--- config.mk ---
export PLATFORM = sky130hd
export DESIGN_NAME = sr_chain_ctrl
export DESIGN_NICKNAME = d
export VERILOG_FILES = /design/src/rtl/sr_chain_pkg.sv /design/src/rtl/sr_clk_div.sv /design/src/rtl/sr_chain_ctrl.sv
export SDC_FILE = /design/constraint.sdc
export NUM_CORES = 1
export LEC_CHECK = 0
export ABC_AREA = 1
export CAP_MARGIN = 5
export CELL_PAD_IN_SITES_DETAIL_PLACEMENT = 1
export CELL_PAD_IN_SITES_GLOBAL_PLACEMENT = 1
export CORE_AREA = 2 2 131 133
export DETAILED_ROUTE_END_ITERATION = 16
export DIE_AREA = 0 0 133 135
export GPL_ROUTABILITY_DRIVEN = 0
export PLACE_DENSITY = 0.52
export SETUP_SLACK_MARGIN = 0.1
export SYNTH_ARGS = -nofsm -noshare
export SYNTH_HDL_FRONTEND = slang
export SYNTH_SLANG_ARGS = --single-unit
export TNS_END_PERCENT = 30
--- constraint.sdc ---
create_clock -name CLK_IN -period 3.5 [get_ports CLK_IN]
set_input_delay 0.35 -clock CLK_IN [delete_from_list [all_inputs] [get_ports CLK_IN]]
set_output_delay 0.35 -clock CLK_IN [all_outputs]
set_load 0.005 [all_outputs]
--- src/rtl/sr_chain_pkg.sv ---
`default_nettype none
// ============================================================================
//  Module   : sr_chain_pkg
//  Purpose  : Shared types and parameter defaults for the serial shift-chain
//             controller (sr_chain_ctrl) and its clock divider (sr_clk_div).
//  Contents : sr_state_t  - controller state encoding
//             c_*_default - default values for NBITS, CLK_DIV, INIT_CYCLES
//  Revision : 1.0 - initial release
// ============================================================================
package sr_chain_pkg;

    localparam int c_nbits_default       = 24;
    localparam int c_clk_div_default     = 4;
    localparam int c_init_cycles_default = 63;

    typedef enum logic [2:0] {
        ST_INIT   = 3'd0,
        ST_IDLE   = 3'd1,
        ST_SHIFT  = 3'd2,
        ST_STROBE = 3'd3,
        ST_DONE   = 3'd4
    } sr_state_t;

endpackage
`default_nettype wire

--- src/rtl/sr_clk_div.sv ---
`default_nettype none
// ============================================================================
//  Module   : sr_clk_div
//  Purpose  : Phase divider for the shift clock. Counts CLK_DIV cycles per
//             half-period and flags the cycle on which CLK_SR is about to
//             rise or fall.
//  Ports    : clk        - system clock
//             rst_n      - asynchronous active-low reset
//             i_restart  - synchronous clear back to phase 0 (CLK_SR low)
//             o_clk_sr   - shift clock level
//             o_tick     - last cycle of the current half-period
//             o_rise_stb - o_tick while CLK_SR low  (CLK_SR goes 0->1 next)
//             o_fall_stb - o_tick while CLK_SR high (CLK_SR goes 1->0 next)
//  Revision : 1.0 - initial release
// ============================================================================
module sr_clk_div
    import sr_chain_pkg::*;
#(
    parameter int CLK_DIV = c_clk_div_default
) (
    input  logic clk,
    input  logic rst_n,
    input  logic i_restart,
    output logic o_clk_sr,
    output logic o_tick,
    output logic o_rise_stb,
    output logic o_fall_stb
);

    localparam int              c_cw   = $clog2(CLK_DIV + 1);
    localparam logic [c_cw-1:0] c_last = c_cw'(CLK_DIV - 1);

    logic [c_cw-1:0] r_cnt;
    logic            r_phase;
    logic            w_tick;

    assign w_tick = (r_cnt == c_last);

    always_ff @(posedge clk or negedge rst_n) begin
        if (!rst_n) begin
            r_cnt   <= '0;
            r_phase <= 1'b0;
        end else if (i_restart) begin
            r_cnt   <= '0;
            r_phase <= 1'b0;
        end else if (w_tick) begin
            r_cnt   <= '0;
            r_phase <= ~r_phase;
        end else begin
            r_cnt   <= r_cnt + c_cw'(1);
        end
    end

    assign o_clk_sr   = r_phase;
    assign o_tick     = w_tick;
    assign o_rise_stb = w_tick & ~r_phase;
    assign o_fall_stb = w_tick &  r_phase;

endmodule
`default_nettype wire

--- src/rtl/sr_chain_ctrl.sv ---
`default_nettype none
// ============================================================================
//  Module   : sr_chain_ctrl
//  Purpose  : Drives an external shift-register chain: shifts TX_DATA out MSB
//             first on SR_OUT/CLK_SR, captures SR_IN into RX_DATA, then pulses
//             STROBE_OUT to latch the chain. Optional continuous refresh (AUTO).
//  Ports    : CLK_IN  - clock            RST        - async active-low reset
//             START   - frame request    AUTO       - back-to-back frames
//             TX_DATA - word to send     RX_DATA    - last captured word
//             BUSY    - not idle         DONE       - frame-complete pulse
//             ERR     - echo mismatch    CLK_SR     - shift clock
//             SR_OUT  - serial out       STROBE_OUT - latch strobe
//             SR_IN   - serial in from the chain
//  Options  : SR_ECHO_CHECK_EN - when defined, each DONE compares the captured
//             word against the word sent in the previous frame (ERR).
//  Revision : 1.0 - initial release
// ============================================================================
module sr_chain_ctrl
    import sr_chain_pkg::*;
#(
    parameter int NBITS       = c_nbits_default,
    parameter int CLK_DIV     = c_clk_div_default,
    parameter int INIT_CYCLES = c_init_cycles_default
) (
    input  logic             CLK_IN,
    input  logic             RST,
    input  logic             START,
    input  logic             AUTO,
    input  logic [NBITS-1:0] TX_DATA,
    output logic [NBITS-1:0] RX_DATA,
    output logic             BUSY,
    output logic             DONE,
    output logic             ERR,
    output logic             CLK_SR,
    output logic             SR_OUT,
    output logic             STROBE_OUT,
    input  logic             SR_IN
);

    localparam int             c_bw          = $clog2(NBITS + 1);
    localparam logic [c_bw-1:0] c_last_bit   = c_bw'(NBITS - 1);
    localparam logic [c_bw-1:0] c_bit_max    = c_bw'(NBITS);
    localparam logic [8:0]     c_init_cycles = 9'(INIT_CYCLES);

    sr_state_t         r_state;
    sr_state_t         w_state_next;
    logic [7:0]        r_init_cnt;
    logic [c_bw-1:0]   r_bit_cnt;
    logic [NBITS-1:0]  r_tx_shift;
    logic [NBITS-1:0]  r_rx_shift;
    logic [NBITS-1:0]  r_rx_data;

    logic w_init_done;
    logic w_load;
    logic w_capture;
    logic w_restart;
    logic w_clk_sr;
    logic w_tick;
    logic w_rise_stb;
    logic w_fall_stb;

    // +1 so that INIT_CYCLES=0 still leaves INIT on the first clock.
    assign w_init_done = ({1'b0, r_init_cnt} + 9'd1) >= c_init_cycles;

    // A frame starts either from IDLE on START or straight out of DONE in AUTO.
    assign w_load    = ((r_state == ST_IDLE) && START) || ((r_state == ST_DONE) && AUTO);
    assign w_capture = (r_state == ST_STROBE) && w_tick;

    // Divider runs freely only while shifting or strobing; every state change
    // re-aligns it so each phase starts with a full CLK_DIV count and CLK_SR low.
    assign w_restart = (w_state_next != r_state) ||
                       ((r_state != ST_SHIFT) && (r_state != ST_STROBE));

    sr_clk_div #(
        .CLK_DIV (CLK_DIV)
    ) u_clk_div (
        .clk        (CLK_IN),
        .rst_n      (RST),
        .i_restart  (w_restart),
        .o_clk_sr   (w_clk_sr),
        .o_tick     (w_tick),
        .o_rise_stb (w_rise_stb),
        .o_fall_stb (w_fall_stb)
    );

    always_comb begin
        w_state_next = r_state;
        case (r_state)
            ST_INIT:   if (w_init_done) w_state_next = ST_IDLE;
            ST_IDLE:   if (START) w_state_next = ST_SHIFT;
            ST_SHIFT:  if (w_fall_stb && (r_bit_cnt == c_last_bit)) w_state_next = ST_STROBE;
            ST_STROBE: if (w_tick) w_state_next = ST_DONE;
            ST_DONE:   w_state_next = AUTO ? ST_SHIFT : ST_IDLE;
            default:   w_state_next = ST_INIT;
        endcase
    end

    always_ff @(posedge CLK_IN or negedge RST) begin
        if (!RST) begin
            r_state    <= ST_INIT;
            r_init_cnt <= '0;
            r_bit_cnt  <= '0;
            r_tx_shift <= '0;
            r_rx_shift <= '0;
            r_rx_data  <= '0;
        end else begin
            r_state <= w_state_next;
            if ((r_state == ST_INIT) && !w_init_done) begin
                r_init_cnt <= r_init_cnt + 8'd1;
            end
            if (w_load) begin
                r_tx_shift <= TX_DATA;
                r_bit_cnt  <= '0;
            end
            if (r_state == ST_SHIFT) begin
                // Sample on the cycle CLK_SR rises; first bit migrates to the MSB.
                if (w_rise_stb) begin
                    r_rx_shift <= (r_rx_shift << 1) | NBITS'(SR_IN);
                end
                // Advance data on the falling edge so SR_OUT is stable while high.
                if (w_fall_stb) begin
                    r_tx_shift <= r_tx_shift << 1;
                    if (r_bit_cnt != c_bit_max) begin
                        r_bit_cnt <= r_bit_cnt + c_bw'(1);
                    end
                end
            end
            if (w_capture) begin
                r_rx_data <= r_rx_shift;
            end
        end
    end

`ifdef SR_ECHO_CHECK_EN
    // A chain of NBITS stages returns the previous frame's word, so the
    // captured word is checked against what was sent one frame earlier.
    logic [NBITS-1:0] r_tx_word;
    logic [NBITS-1:0] r_prev_tx;
    logic             r_have_prev;
    logic             r_err;

    always_ff @(posedge CLK_IN or negedge RST) begin
        if (!RST) begin
            r_tx_word   <= '0;
            r_prev_tx   <= '0;
            r_have_prev <= 1'b0;
            r_err       <= 1'b0;
        end else begin
            if (w_load) begin
                r_tx_word <= TX_DATA;
            end
            if (w_capture) begin
                r_err       <= r_have_prev && (r_rx_shift != r_prev_tx);
                r_prev_tx   <= r_tx_word;
                r_have_prev <= 1'b1;
            end
        end
    end

    assign ERR = r_err;
`else
    assign ERR = 1'b0;
`endif

    assign RX_DATA    = r_rx_data;
    assign BUSY       = (r_state != ST_IDLE);
    assign DONE       = (r_state == ST_DONE);
    assign STROBE_OUT = (r_state == ST_STROBE);
    assign CLK_SR     = w_clk_sr;
    assign SR_OUT     = r_tx_shift[NBITS-1];

endmodule
`default_nettype wire

==> impl_metrics.sql, run 1 <==
INSERT INTO impl_metrics (metric_group, metric, value, unit) VALUES
('clock_network', 'cts_htree_levels', '3', ''),
('clock_network', 'cts_root_buf', 'sky130_fd_sc_hd__clkbuf_16', ''),
('clock_network', 'clkTransAtPathRegs', '70', 'ps'),
('global_route', 'first_pass_grt_wire_length', '16100', 'um'),
('timing', 'hold_viol_final', '0', ''),
('global_route', 'grt_antenna_before_repair', '0', ''),
('layout', 'area_overhead_of_the_layout_relative_to_synthesis', '26.1', '%'),
('layout', 'final-seq-area', '2300', 'um2'),
('clock_network', 'cts.sink_count', '92', ''),
('worst_setup_path', 'path_max_fanout', '25', ''),
('route', 'via_count_of_the_routed_design', '3103', ''),
('layout', 'layout_common_cells', '105 x sky130_fd_sc_hd__nand2_1, 92 x sky130_fd_sc_hd__dfrtp_1, 65 x sky130_fd_sc_hd__o21ai_0', ''),
('global_route', 'global_route.overflow_total', '0', ''),
('worst_setup_path', 'worstReg2RegEnd', 'r_bit_cnt[4]', ''),
('layout', 'num_antenna_cells', '0', ''),
('worst_setup_path', 'worstSetupPathType', 'flop to flop', ''),
('timing', 'clock_skew', '4.85', 'ps'),
('global_route', 'track_usage', '0.113', ''),
('timing', 'timing.slew.headroom', '0.363', ''),
('worst_setup_path', 'worst_ep_required_time', '3740', 'ps'),
('place', 'placedCellCount', '713', ''),
('run', 'cap_violations', '0', ''),
('worst_setup_path', 'cp.buffers_inverters', '2', ''),
('route', 'route.layer.met1.wl', '4520', 'um'),
('yosys', 'syn-mean-instance-area', '8.95', 'um2'),
('timing', 'achievable-frequency', '471', 'MHz'),
('worst_setup_path', 'worst-r2r-cell-count', '10', ''),
('yosys', 'synthesis.area', '4040', 'um2'),
('yosys', 'synth.mux.area_fraction', '0', ''),
('layout', 'finalInstanceArea', '5100', 'um2'),
('yosys', 'synth_top_family_by_area', 'simple AND/OR/NAND/NOR gates', ''),
('clock_network', 'clk-insertion-delay-late', '350', 'ps'),
('route', 'met2WireLength', '4400', 'um'),
('global_route', 'via_count_of_the_first_global_routing_pass', '3342', ''),
('route', 'top_signal_layer_used', 'met4', ''),
('worst_setup_path', 'r2r_setup_slack', '1380', 'ps'),
('timing', 'finalCritPeriodShare', '0.607', ''),
('pwr', 'ir_worst_vdd', '0.248', 'mV'),
('floorplanning', 'placementRows', '47', ''),
('worst_setup_path', 'crit_path_end_kind', 'flop', ''),
('worst_setup_path', 'crit_slowest_cell', 'sky130_fd_sc_hd__nor2_2', ''),
('place', 'dp_hpwl', '6330', 'um'),
('route', 'wl_met3', '353', 'um'),
('timing', 'fin_ws', '1380', 'ps'),
('layout', 'most_common_library_cell_in_the_layout_ignoring_fill_and_taps', 'sky130_fd_sc_hd__nand2_1', ''),
('yosys', 'ys_seq_elements', '92', ''),
('worst_setup_path', 'max_stage_delay', '400', 'ps'),
('clock_network', 'clock_tree.buffer_depth', '2', ''),
('route', 'postRouteWirelength', '9430', 'um'),
('floorplanning', 'die-area', '18000', 'um2'),
('yosys', 'synth_xor_xnor_area_share', '0.00650', ''),
('worst_setup_path', 'timing.critical_path.cells', 'ha_1 -> inv_1 -> nor2_1 -> nand2_1 -> nor2_2 -> inv_2 -> nor2_1 -> nand2_1 -> nand3_1 -> o21ai_1', ''),
('worst_setup_path', 'r2r_start', 'u_clk_div.r_cnt[0]', ''),
('worst_setup_path', 'path_delay_family', 'simple AND/OR/NAND/NOR gates', ''),
('floorplanning', 'core_footprint', '16400', 'um2'),
('worst_setup_path', 'worst_ep_arrival_time', '2360', 'ps'),
('layout', 'fillerInstances', '1903', ''),
('layout', 'nets', '538', ''),
('route', 'avgRoutedWirePerCell', '12.9', 'um'),
('yosys', 'synth_cells', '452', ''),
('clock_network', 'cts_tree', 'yes', ''),
('yosys', 'synth-warning-count', '0', ''),
('yosys', 'syn_nets', '486', ''),
('yosys', 'synth_compound_area_frac', '0.143', ''),
('timing', 'min_period', '2120', 'ps'),
('layout', 'multiInputGateArea', '1410', 'um2'),
('layout', 'drive_above_1_share', '0.0864', ''),
('yosys', 'ys_types', '34', ''),
('status', 'run_status', 'finished clean', ''),
('worst_setup_path', 'worst_setup_path_start_kind', 'flop', ''),
('yosys', 'synthSimpleGateAreaFrac', '0.183', '');
cell usage after synthesis (2+ instances only):
| library cell | number | area (um2) |
|---|---|---|
| sky130_fd_sc_hd__nor2_2 | 3 | 18.8 |
| sky130_fd_sc_hd__o21ai_1 | 34 | 170 |
| sky130_fd_sc_hd__buf_6 | 5 | 56.3 |
| sky130_fd_sc_hd__xor2_1 | 3 | 26.3 |
| sky130_fd_sc_hd__buf_2 | 2 | 10.0 |
| sky130_fd_sc_hd__nor3_1 | 2 | 10.0 |
| sky130_fd_sc_hd__nor2_1 | 37 | 139 |
| sky130_fd_sc_hd__clkbuf_1 | 7 | 26.3 |
| sky130_fd_sc_hd__inv_2 | 4 | 15.0 |
| sky130_fd_sc_hd__o21ai_2 | 3 | 26.3 |
| sky130_fd_sc_hd__dfrtp_1 | 92 | 2300 |
| sky130_fd_sc_hd__buf_4 | 6 | 45.0 |
| sky130_fd_sc_hd__o21bai_1 | 2 | 15.0 |
| sky130_fd_sc_hd__nor2_4 | 2 | 22.5 |
| sky130_fd_sc_hd__nand3_2 | 2 | 20.0 |
| sky130_fd_sc_hd__nand3_1 | 9 | 45.0 |
| sky130_fd_sc_hd__o21ai_0 | 65 | 325 |
| sky130_fd_sc_hd__ha_1 | 5 | 62.6 |
| sky130_fd_sc_hd__nand2_2 | 3 | 18.8 |
| sky130_fd_sc_hd__nand2_1 | 105 | 394 |
| sky130_fd_sc_hd__inv_1 | 45 | 169 |
| sky130_fd_sc_hd__nand4_1 | 4 | 25.0 |
layer usage:
metal  vias to the layer above  global-route usage
met1                      1506               0.145
met5                         -                   0
li1                       1545                   -
met2                        41               0.178
met3                        11              0.0330
met4                         0              0.0520
flip-flops by register name, indices dropped and copies added, names as in the netlist:
name,flops
r_rx_shift,24
r_state,3
r_tx_shift,24
u_clk_div.r_cnt,3
RX_DATA,24
r_bit_cnt,5
r_init_cnt,8
u_clk_div.o_clk_sr,1
worst reg2reg max path: stages (launching register included):
cell	delay (ps)
sky130_fd_sc_hd__dfrtp_1	350
sky130_fd_sc_hd__ha_1	170
sky130_fd_sc_hd__inv_1	60
sky130_fd_sc_hd__nor2_1	180
sky130_fd_sc_hd__nand2_1	100
sky130_fd_sc_hd__nor2_2	400
sky130_fd_sc_hd__inv_2	280
sky130_fd_sc_hd__nor2_1	240
sky130_fd_sc_hd__nand2_1	100
sky130_fd_sc_hd__nand3_1	70
sky130_fd_sc_hd__o21ai_1	60
per-stage QoR:
stage	utilization	total power, mW
2_1_floorplan	-	1.84
3_3_place_gp	0.291	2.01
3_5_place_dp	0.291	2.05
4_1_cts	0.311	3.13
5_1_grt	0.311	3.28
6_report	0.311	3.06
logic make-up after synthesis:
group                    after synthesis
AO/OA/AOI/OAI                        109
XOR/XNOR                               3
flip-flops                            92
adder cells (fa/ha/maj)                5
other                                  1
buffers and inverters                 71
AND/OR/NAND/NOR                      171
report_power, final:
part | total [mW] | switching, mW | internal [mW]
Sequential | 1.44 | 0.154 | 1.29
Combinational | 0.572 | 0.327 | 0.245
Clock | 1.05 | 0.422 | 0.623
Total | 3.06 | 0.903 | 2.16
layout make-up:
cell class,instances,area share
flip-flops and latches,92,0.452
multi-input cells,289,0.276
repair buffers,62,0.119
well taps,220,0.0540
clock buffers,9,0.0442
inverters,50,0.0373
clock inverters,7,0.0179
worst max path at each step:
stage               depth (start not counted)                 end                from
finish                                     10        r_bit_cnt[4]  u_clk_div.r_cnt[0]
global route                               10        r_bit_cnt[4]  u_clk_div.r_cnt[0]
detailed placement                         10        r_bit_cnt[4]  u_clk_div.r_cnt[0]
CTS                                        10        r_bit_cnt[4]  u_clk_div.r_cnt[0]
floorplan                                  12  u_clk_div.r_cnt[1]       r_init_cnt[0]
global placement                            6       r_tx_shift[6]               START
Note: power is estimated with default switching activity, not from simulation.
==> run 2: changes to the inputs <==
--- a/config.mk
+++ b/config.mk
@@ -13,7 +13,7 @@
 export DETAILED_ROUTE_END_ITERATION = 16
 export DIE_AREA = 0 0 133 135
 export GPL_ROUTABILITY_DRIVEN = 0
-export PLACE_DENSITY = 0.52
+export PLACE_DENSITY = 0.54
 export SETUP_SLACK_MARGIN = 0.1
 export SYNTH_ARGS = -nofsm -noshare
 export SYNTH_HDL_FRONTEND = slang
==> constraint.sdc (replaced) <==
create_clock -name CLK_IN -period 1.95 [get_ports CLK_IN]
set_input_delay 0.195 -clock CLK_IN [delete_from_list [all_inputs] [get_ports CLK_IN]]
set_output_delay 0.195 -clock CLK_IN [all_outputs]
set_load 0.005 [all_outputs]
==> run 2 against run 1 <==
Power grew 84%. Cell count grew 1.4%. Combinational power grew 110%. Clock power grew 72%. Register-to-register slack lost 1200 ps. Highest routed layer unchanged. Design area grew 3.1%. Setup slack lost 1200 ps. Routed wire length grew 1.8%.
==> impl_metrics.sql, run 2 (synthesis gave the netlist of run 1 again) <==
INSERT INTO impl_metrics (metric_group, metric, value, unit) VALUES
('layout', 'area_overhead_of_the_layout_relative_to_synthesis', '30.0', '%'),
('route', 'post-route-drc-count', '0', ''),
('route', 'via_count_of_the_routed_design', '3137', ''),
('worst_setup_path', 'path_delay_family', 'buffers and inverters', ''),
('global_route', 'groute.layer.met1.usage', '0.139', ''),
('global_route', 'global_routing_usage_on_met2', '0.192', ''),
('place', 'placedCellCount', '715', ''),
('layout', 'layout_common_cells', '103 x sky130_fd_sc_hd__nand2_1, 89 x sky130_fd_sc_hd__dfrtp_1, 65 x sky130_fd_sc_hd__o21ai_0', ''),
('route', 'drt_first_pass_iters', '4', ''),
('floorplanning', 'floorplan.die.height', '135', 'um'),
('timing', 'hold_viol_final', '0', ''),
('worst_setup_path', 'worstSetupPathType', 'flop to output pin', ''),
('timing', 'tightestPinTransition', '509', 'ps'),
('floorplanning', 'placementRows', '47', ''),
('place', 'port_buffers', '57', ''),
('floorplanning', 'core_footprint', '16400', 'um2'),
('route', 'drtIter0Drc', '80', ''),
('run', 'cap_violations', '0', ''),
('clock_network', 'clk-insertion-delay-late', '350', 'ps'),
('layout', 'final_util', '0.321', ''),
('floorplanning', 'io_pins', '59', ''),
('worst_setup_path', 'path_max_fanout', '4', ''),
('pwr', 'ir_worst_vdd', '0.399', 'mV'),
('worst_setup_path', 'timing.critical_path.cells', 'buf_4 -> inv_2 -> nor3_2 -> clkdlybuf4s50_1', ''),
('worst_setup_path', 'max_stage_delay', '530', 'ps'),
('route', 'avgRoutedWirePerCell', '13.0', 'um'),
('clock_network', 'cts.sink_count', '92', ''),
('global_route', 'global_route.overflow_total', '0', ''),
('timing', 'fin_tns_setup', '0', 'ps'),
('place', 'dp_hpwl', '6480', 'um'),
('pwr', 'cellPowerDensity', '1070', 'nW/um2'),
('place', 'standard_cell_area_after_detailed_placement', '4830', 'um2'),
('layout', 'most_common_library_cell_in_the_layout_ignoring_fill_and_taps', 'sky130_fd_sc_hd__nand2_1', ''),
('global_route', 'via_count_of_the_first_global_routing_pass', '3362', ''),
('timing', 'timing_max_transition_violations_final', '0', ''),
('timing', 'finalCritPeriodShare', '0.919', ''),
('global_route', 'grt_start_max_net_pins', '50', ''),
('route', 'postRouteWirelength', '9600', 'um'),
('layout', 'num_antenna_cells', '0', ''),
('clock_network', 'clock_tree.buffer_depth', '2', ''),
('timing', 'rsz0062_at_grt', 'yes', ''),
('layout', 'nets', '548', ''),
('global_route', 'grt_antenna_before_repair', '0', ''),
('timing', 'final-setup-viol-count', '0', ''),
('layout', 'fillerInstances', '1901', ''),
('status', 'run_status', 'finished clean', ''),
('floorplanning', 'fp.dieW', '133', 'um'),
('clock_network', 'clock_buffer_count_from_cts', '9', ''),
('worst_setup_path', 'worst_ep_arrival_time', '1600', 'ps'),
('route', 'drtAntennaViolNets', '0', ''),
('worst_setup_path', 'cp.buffers_inverters', '3', ''),
('pwr', 'power.leakage', '2.21', 'nW'),
('clock_network', 'cts_htree_levels', '3', ''),
('global_route', 'global_route_layer_with_the_greatest_usage', 'met2', ''),
('worst_setup_path', 'worst_setup_path_start_kind', 'flop', ''),
('worst_setup_path', 'worst_ep_required_time', '1750', 'ps'),
('global_route', 'first_pass_grt_wire_length', '16300', 'um'),
('clock_network', 'clkTransAtPathRegs', '70', 'ps'),
('clock_network', 'cts_tree', 'yes', ''),
('worst_setup_path', 'crit_slowest_cell', 'sky130_fd_sc_hd__clkdlybuf4s50_1', ''),
('min_path', 'holdCritPathClass', 'primary input to asynchronous set/reset pin', ''),
('timing', 'timing.slew.headroom', '0.658', ''),
('clock_network', 'cts_root_buf', 'sky130_fd_sc_hd__clkbuf_16', ''),
('layout', 'finish.cell_count_without_fillers', '739', ''),
('layout', 'finalInstanceArea', '5260', 'um2'),
('layout', 'drive_above_1_share', '0.123', ''),
('worst_setup_path', 'crit_path_end_kind', 'output pin', ''),
('floorplanning', 'effective_utilization_at_floorplan', '0.246', ''),
('timing', 'min_period', '1790', 'ps'),
('timing', 'clock_skew', '8.91', 'ps'),
('floorplanning', 'die-area', '18000', 'um2'),
('global_route', 'global_route.usage.met3', '0.0252', ''),
('route', 'routed_via_density', '4.24', ''),
('global_route', 'track_usage', '0.113', ''),
('timing', 'achievable-frequency', '558', 'MHz');
==> run 2: layout make-up <==
cell class / instances / area, um2 / area share
clock inverter: 7 / 80.1 / 0.0152
tap: 220 / 275 / 0.0523
multi-input combinational: 289 / 1460 / 0.277
sequential: 92 / 2310 / 0.438
inverter: 50 / 193 / 0.0366
timing repair buffer: 72 / 723 / 0.138
clock buffer: 9 / 225 / 0.0428
==> run 2: repair_timing <==
| action | in CTS | in global routing |
|---|---|---|
| setup endpoints to repair | 1 | 33 |
| setup buffers | 2 | 5 |
| hold endpoints to repair | 25 | 0 |
| gates resized for setup | 3 | 14 |
| pin swaps | 0 | 4 |
| hold buffers | 1 | 0 |
==> run 2: final timing paths <==
| check | cells after the start | endpoint | start | slack, ps |
|---|---|---|---|---|
| max | 4 | DONE | r_state[2] | 160 |
| min | 2 | RX_DATA[8] | RST | 300 |
| max reg2reg | 12 | u_clk_div.r_cnt[1] | r_init_cnt[0] | 180 |
| min reg2reg | 0 | r_init_cnt[7] | r_init_cnt[7] | 390 |
| max in group asynchronous | 3 | r_init_cnt[1] | RST | 1030 |
| min in group CLK_IN | 0 | r_init_cnt[7] | r_init_cnt[7] | 390 |
==> run 2: power breakdown <==
group          switching, mW  total (mW)  internal [mW]
combinational          0.664        1.21          0.549
clock                  0.795        1.81           1.01
sequential             0.288        2.60           2.31
total                   1.75        5.62           3.88
==> run 2: metal layers <==
| layer | share of wire | wire [um] |
|---|---|---|
| met3 | 0.027 | 261 |
| met4 | 0.020 | 189 |
| met5 | 0 | 0 |
| met1 | 0.46 | 4460 |
| met2 | 0.49 | 4690 |
==> run 2: worst reg2reg max path, cell delays in order, from the launching register on <==
cell,delay (ps)
sky130_fd_sc_hd__dfrtp_2,460
sky130_fd_sc_hd__inv_4,90
sky130_fd_sc_hd__ha_4,200
sky130_fd_sc_hd__o21bai_1,190
sky130_fd_sc_hd__nand2_1,110
sky130_fd_sc_hd__nor2_2,110
sky130_fd_sc_hd__nand3_2,110
sky130_fd_sc_hd__nand2_2,80
sky130_fd_sc_hd__nand2_1,60
sky130_fd_sc_hd__nand2_2,80
sky130_fd_sc_hd__nand2_1,60
sky130_fd_sc_hd__nand2_2,90
sky130_fd_sc_hd__nor2_1,40
==> run 2: metrics by stage <==
stage	hold WS, ps	worst slack (ps)	total power [mW]
3_3_place_gp	134	158	3.62
2_1_floorplan	-101	384	3.30
5_1_grt	333	11.5	6.02
6_report	298	159	5.62
4_1_cts	320	103	5.57
3_5_place_dp	137	142	3.69
